## src/rtl/sram_pkg.sv

```systemverilog
// Shared definitions for the single-port SRAM macro model.
//   DATA_WIDTH / ADDR_WIDTH : default word and address widths
//   data_t / addr_t         : word and address types at the default widths
//   CS_ACTIVE / WE_WRITE    : active levels of the chip-select and write-enable strobes
package sram_pkg;

  localparam int unsigned DATA_WIDTH = 2;
  localparam int unsigned ADDR_WIDTH = 4;

  typedef logic [DATA_WIDTH-1:0] data_t;
  typedef logic [ADDR_WIDTH-1:0] addr_t;

  // Both strobes are active low.
  localparam logic CS_ACTIVE = 1'b0;
  localparam logic WE_WRITE  = 1'b0;

endpackage : sram_pkg

```

## src/rtl/sram_array.sv

```systemverilog
// Flop-based storage array: one synchronous write port, one asynchronous read index,
// and an asynchronous clear of every word on reset.
//   clk   : write clock (rising edge)
//   rst   : asynchronous active-high clear of all words
//   we    : write strobe, active high, sampled on the rising edge
//   waddr : write word address
//   wdata : write data
//   raddr : read word address
//   rdata : combinational read of mem[raddr]
module sram_array #(
  parameter int unsigned DATA_WIDTH = 2,
  parameter int unsigned ADDR_WIDTH = 4,
  parameter int unsigned DEPTH      = 2 ** ADDR_WIDTH
) (
  input  logic                  clk,
  input  logic                  rst,
  input  logic                  we,
  input  logic [ADDR_WIDTH-1:0] waddr,
  input  logic [DATA_WIDTH-1:0] wdata,
  input  logic [ADDR_WIDTH-1:0] raddr,
  output logic [DATA_WIDTH-1:0] rdata
);

  logic [DATA_WIDTH-1:0] mem [DEPTH];

  // Storage words; reset clears the whole array at once.
  always_ff @(posedge clk or posedge rst) begin
    if (rst) begin
      for (int unsigned i = 0; i < DEPTH; i++) begin
        mem[i] <= '0;
      end
    end else if (we) begin
      mem[waddr] <= wdata;
    end
  end

  assign rdata = mem[raddr];

endmodule : sram_array

```

## src/rtl/sram_2x16_scn4m_subm.sv

```systemverilog
// Single-port synchronous SRAM model (16 x 2 by default) standing in for the
// scn4m_subm hard macro. Control decode and the registered read port live here;
// storage lives in sram_array.
//   clk0  : port clock, all inputs sampled on the rising edge
//   rst0  : asynchronous active-high reset, clears dout0 and every word
//   csb0  : chip select, active low
//   web0  : write enable, active low (0 = write, 1 = read) when selected
//   addr0 : word address
//   din0  : write data
//   dout0 : registered read data, updated only by read cycles
module sram_2x16_scn4m_subm #(
  parameter int unsigned DATA_WIDTH = 2,
  parameter int unsigned ADDR_WIDTH = 4,
  parameter int unsigned DEPTH      = 2 ** ADDR_WIDTH
) (
  input  logic                  clk0,
  input  logic                  rst0,
  input  logic                  csb0,
  input  logic                  web0,
  input  logic [ADDR_WIDTH-1:0] addr0,
  input  logic [DATA_WIDTH-1:0] din0,
  output logic [DATA_WIDTH-1:0] dout0
);

  import sram_pkg::*;

  logic                  wr_en_c;
  logic                  rd_en_c;
  logic [DATA_WIDTH-1:0] rdata;

  // Strobe decode. Equality tests are deliberate: an unknown csb0/web0 makes the
  // condition non-true, so neither the array nor dout0 is touched.
  always_comb begin
    wr_en_c = 1'b0;
    rd_en_c = 1'b0;
    if (csb0 == CS_ACTIVE) begin
      if (web0 == WE_WRITE) begin
        wr_en_c = 1'b1;
      end else if (web0 == ~WE_WRITE) begin
        rd_en_c = 1'b1;
      end
    end
  end

  sram_array #(
    .DATA_WIDTH (DATA_WIDTH),
    .ADDR_WIDTH (ADDR_WIDTH),
    .DEPTH      (DEPTH)
  ) u_array (
    .clk   (clk0),
    .rst   (rst0),
    .we    (wr_en_c),
    .waddr (addr0),
    .wdata (din0),
    .raddr (addr0),
    .rdata (rdata)
  );

  // Read data register; writes and idle cycles leave it unchanged (no write-through).
  always_ff @(posedge clk0 or posedge rst0) begin
    if (rst0) begin
      dout0 <= '0;
    end else if (rd_en_c) begin
      dout0 <= rdata;
    end
  end

endmodule : sram_2x16_scn4m_subm

```

## config.mk

```make
export PLATFORM = sky130hd
export DESIGN_NAME = sram_2x16_scn4m_subm
export DESIGN_NICKNAME = d
export VERILOG_FILES = /design/src/rtl/sram_pkg.sv /design/src/rtl/sram_array.sv /design/src/rtl/sram_2x16_scn4m_subm.sv
export SDC_FILE = /design/constraint.sdc
export NUM_CORES = 1
export LEC_CHECK = 0
export ABC_AREA = 1
export BUFFER_PORTS_ARGS = -buffer_cell sky130_fd_sc_hd__buf_2
export CORE_ASPECT_RATIO = 1.2
export CORE_MARGIN = 2
export CORE_UTILIZATION = 50
export CTS_BUF_LIST = sky130_fd_sc_hd__clkbuf_16
export DETAILED_ROUTE_END_ITERATION = 10
export GPL_ROUTABILITY_DRIVEN = 0
export PLACE_DENSITY = 0.68
export SETUP_SLACK_MARGIN = 0.4
export SYNTH_ARGS = -nofsm -noshare
export SYNTH_HDL_FRONTEND = slang
export SYNTH_SLANG_ARGS = --single-unit
```

## constraint.sdc

```tcl
create_clock -name clk0 -period 1 [get_ports clk0]
set_input_delay 0.1 -clock clk0 [delete_from_list [all_inputs] [get_ports clk0]]
set_output_delay 0.1 -clock clk0 [all_outputs]
set_load 0.01 [all_outputs]
```

==> metrics.csv <==
stage;metric;value;unit
outcome;status;complete, but fails checks;
outcome;failing checks;negative hold slack, negative setup slack;
final_layout;layout cell share with drive strength beyond 1;26.88;%
logic_synthesis;Unique masters post-synth;16;
global_route;GRT Total Usage;21.45;%
sta;fin. max-slew vios;0;
worst_setup_path;Worst EP arrival;1200;ps
worst_setup_path;slowest stage cell on the critical path;dfrtp_1;
worst_setup_path;worst path cell trace;nand2_1, nand2_1, nand2_1, nand2_1, nand2_1, nand3_2, nor2_2, nor2_1;
worst_setup_path;Worst path most repeated cell;nand2_1;
detailed_routing;detailed-route via count;1463;
floorplanning;die height;67.39;um
logic_synthesis;Synth area leader;dfrtp_1;
global_route;first-pass GRT wire length;6203;um
logic_synthesis;Syn Area/Cell;7.541;um2
global_route;grt total ovfl;0;
logic_synthesis;post-synthesis cell count;222;
worst_setup_path;reg-to-reg startpoint;u_array.mem[19]$_DFFE_PP0P_;
floorplanning;FP Rows;23;
detailed_routing;drt first-iter violations;74;
cts;root buffer cell;clkbuf_16;
cts;cts bufs inserted;5;
cts;clock transition at the registers of the reported paths;50;ps
detailed_routing;vias per cell;5.045;
sta;Slew headroom;74.93;%
worst_setup_path;Buf/Inv on CP;0;
pwr;Overall Power;0.003882;W
logic_synthesis;largest cells by area after synthesis;dfrtp_1, nand2_1, o21ai_1;
detailed_routing;first-pass iteration count of the detailed router;4;
worst_setup_path;Worst Setup SP;u_array.mem[19]$_DFFE_PP0P_;
worst_setup_path;crit-path max cell delay;370;ps
floorplanning;Initial Util;51.03;%
cts;H-Tree Depth;2;
worst_setup_path;worst-case reg-to-reg path depth;8;
global_route;GR Util met3;5.747;%
cts;TritonCTS clock tree;done;
sta;Setup-failing EPs final;2;
logic_synthesis;#FFs+latches synth;34;
logic_synthesis;mapped cell area;1674;um2
global_route;met1 Track Usage GR;30.16;%
final_layout;layout overhead on the synthesized area;29.07;%
place;post-DP HPWL;2591;um
logic_synthesis;post-synth top area share;50.82;%
final_layout;FF+latch area;850.8;um2
logic_synthesis;register area share after synthesis;50.82;%
worst_setup_path;CP top delay family;simple AND/OR/NAND/NOR gates;
sta;crit path time final;1040;ps
final_layout;multi-input logic area;843.3;um2
pwr;maximum vdd drop;0.001437;V
sta;final hold violations;14;
worst_setup_path;Critical Path RT;1160;ps
sta;Peak Freq;0.9618;GHz
detailed_routing;Routed WL;3644;um
sta;Final Hold Slack;-190.6;ps
place;IO buf count;11;
detailed_routing;Final ANT Viol Nets;0;
cts;Worst-Skew Late Latency;270;ps
logic_synthesis;Syn Nets;232;
job;total of max-cap violations;0;
global_route;antenna violations before repair;0;
final_layout;final instance area;2161;um2
final_layout;Final Net Count;262;
sta;Worst Slack Setup Final;-39.67;ps
sta;slew at the pin with the worst max-slew slack;375.3;ps
floorplanning;CORE AREA;3281;um2
pwr;PwrDens;1796;nW/um2
floorplanning;Die ar.;3829;um2
global_route;vias in the first global route;1272;
floorplanning;I/O pins;12;
worst_setup_path;Crit Path Class;reg2reg;
worst_setup_path;crit path capture type;flop;
sta;Max Clock Skew;2.730;ps
cts;clock sinks;34;
pwr;P_leak;1.113;nW
sta;period utilization;104.0;%
cts;CTS max path bufs;2;
place;dpl cell area;1926;um2
worst_setup_path;Max Fanout on Critical Path;2;
worst_setup_path;critical path depth;8;
detailed_routing;drt drc;0;
floorplanning;die extent in x;56.82;um
final_layout;FILL cells;291;
global_route;largest net degree at the start of global routing;17;
final_layout;ant diodes;0;
min_path;min-delay worst type;in2async;
worst_setup_path;Worst setup SP type;flop;
global_route;GR met2 Demand/Resource;32.99;%
global_route;GR peak layer;met2;
sta;RSZ-0062 raised after global routing;true;
logic_synthesis;warnings from Yosys;0;
detailed_routing;drt wl/cell;12.57;um
## cell usage in the layout, fill, tap and decap left out, drive strengths merged
cell,count
buf,30
clkbuf,5
clkinv,3
clkinvlp,1
dfrtp,34
inv,8
nand2,113
nand3,10
nand4,2
nor2,10
nor3,4
o21ai,32
or2,1
## cell usage after synthesis
cell / n
dfrtp_1: 34
nor2_1: 10
nand3_1: 10
buf_6: 1
buf_4: 2
o21ai_1: 32
inv_2: 1
or2_1: 1
inv_1: 7
nor3_2: 2
buf_2: 2
inv_4: 1
clkbuf_1: 2
nor3_4: 2
nand2_1: 113
nand4_1: 2
## stage by stage
stage | utilization (%) | setup TNS [ps] | cells | setup slack [ps]
global route | 65.87 | -309.4 | 290 | -161.8
floorplan | - | 0 | 222 | 20.77
CTS | 64.65 | -46.55 | 289 | -40.25
global placement | 58.70 | -3683 | 280 | -173.7
detailed placement | 58.70 | -4071 | 280 | -186.9
finish | 65.87 | -72.42 | 290 | -39.67
## report_power, final
| part | total, W | internal [W] | switching, W |
|---|---|---|---|
| Sequential | 0.00177 | 0.00163 | 0.000138 |
| Combinational | 0.000710 | 0.000315 | 0.000395 |
| Clock | 0.00140 | 0.000893 | 0.000511 |
## flip-flops by register name, indices dropped and copies added, names as in the netlist
register / flops
u_array.mem: 32
dout0: 2
## cell families after synthesis
logic type             after synthesis  share of synthesized area (%)
and+or+nand+nor                    140                          34.83
DFF                                 34                          50.82
AOI/OAI and AO/OA                   32                          9.566
buffers and inverters               16                          4.783
## path summary, 6_finish.rpt
path	end	slack, ps
max	dout0[1]$_DFFE_PP0P_	-40
min	u_array.mem[10]$_DFFE_PP0P_	-190
max reg2reg	dout0[1]$_DFFE_PP0P_	-40
min reg2reg	u_array.mem[20]$_DFFE_PP0P_	490
max in group asynchronous	u_array.mem[6]$_DFFE_PP0P_	790
min in group clk0	dout0[1]$_DFFE_PP0P_	130
## worst register-to-register path: stages (launching register included)
cell and delay [ps]:
dfrtp_1 370, nand2_1 60, nand2_1 70, nand2_1 70, nand2_1 50, nand2_1 80
nand3_2 80, nor2_2 100, nor2_1 40
## repair_timing
item                                   in CTS  in global routing
gates cloned                                0                  0
setup buffers                               1                  1
setup endpoints to repair                  36                 36
endpoints found under the hold margin      14                 14
gates resized for setup                    15                 10
pin swaps                                  12                 14
## routing by layer
metal  part of all wire (%)  vias to the layer above  wire [um]
met2                     48                       24       1751
met5                      0                        -          0
li1                       -                      763          -
met4                    1.0                        0         37
met3                    2.6                        5         96
met1                     48                      671       1759
## final cells by class
cell class                 instances  share of cell area [%]
clock buffer                       5                   5.790
clock inverter                     3                  0.5211
sequential                        34                   39.37
tap                               37                   2.142
inverter                           9                   2.085
timing repair buffer              30                   11.06
multi-input combinational        172                   39.03
Note: power is estimated with default switching activity, not from simulation.
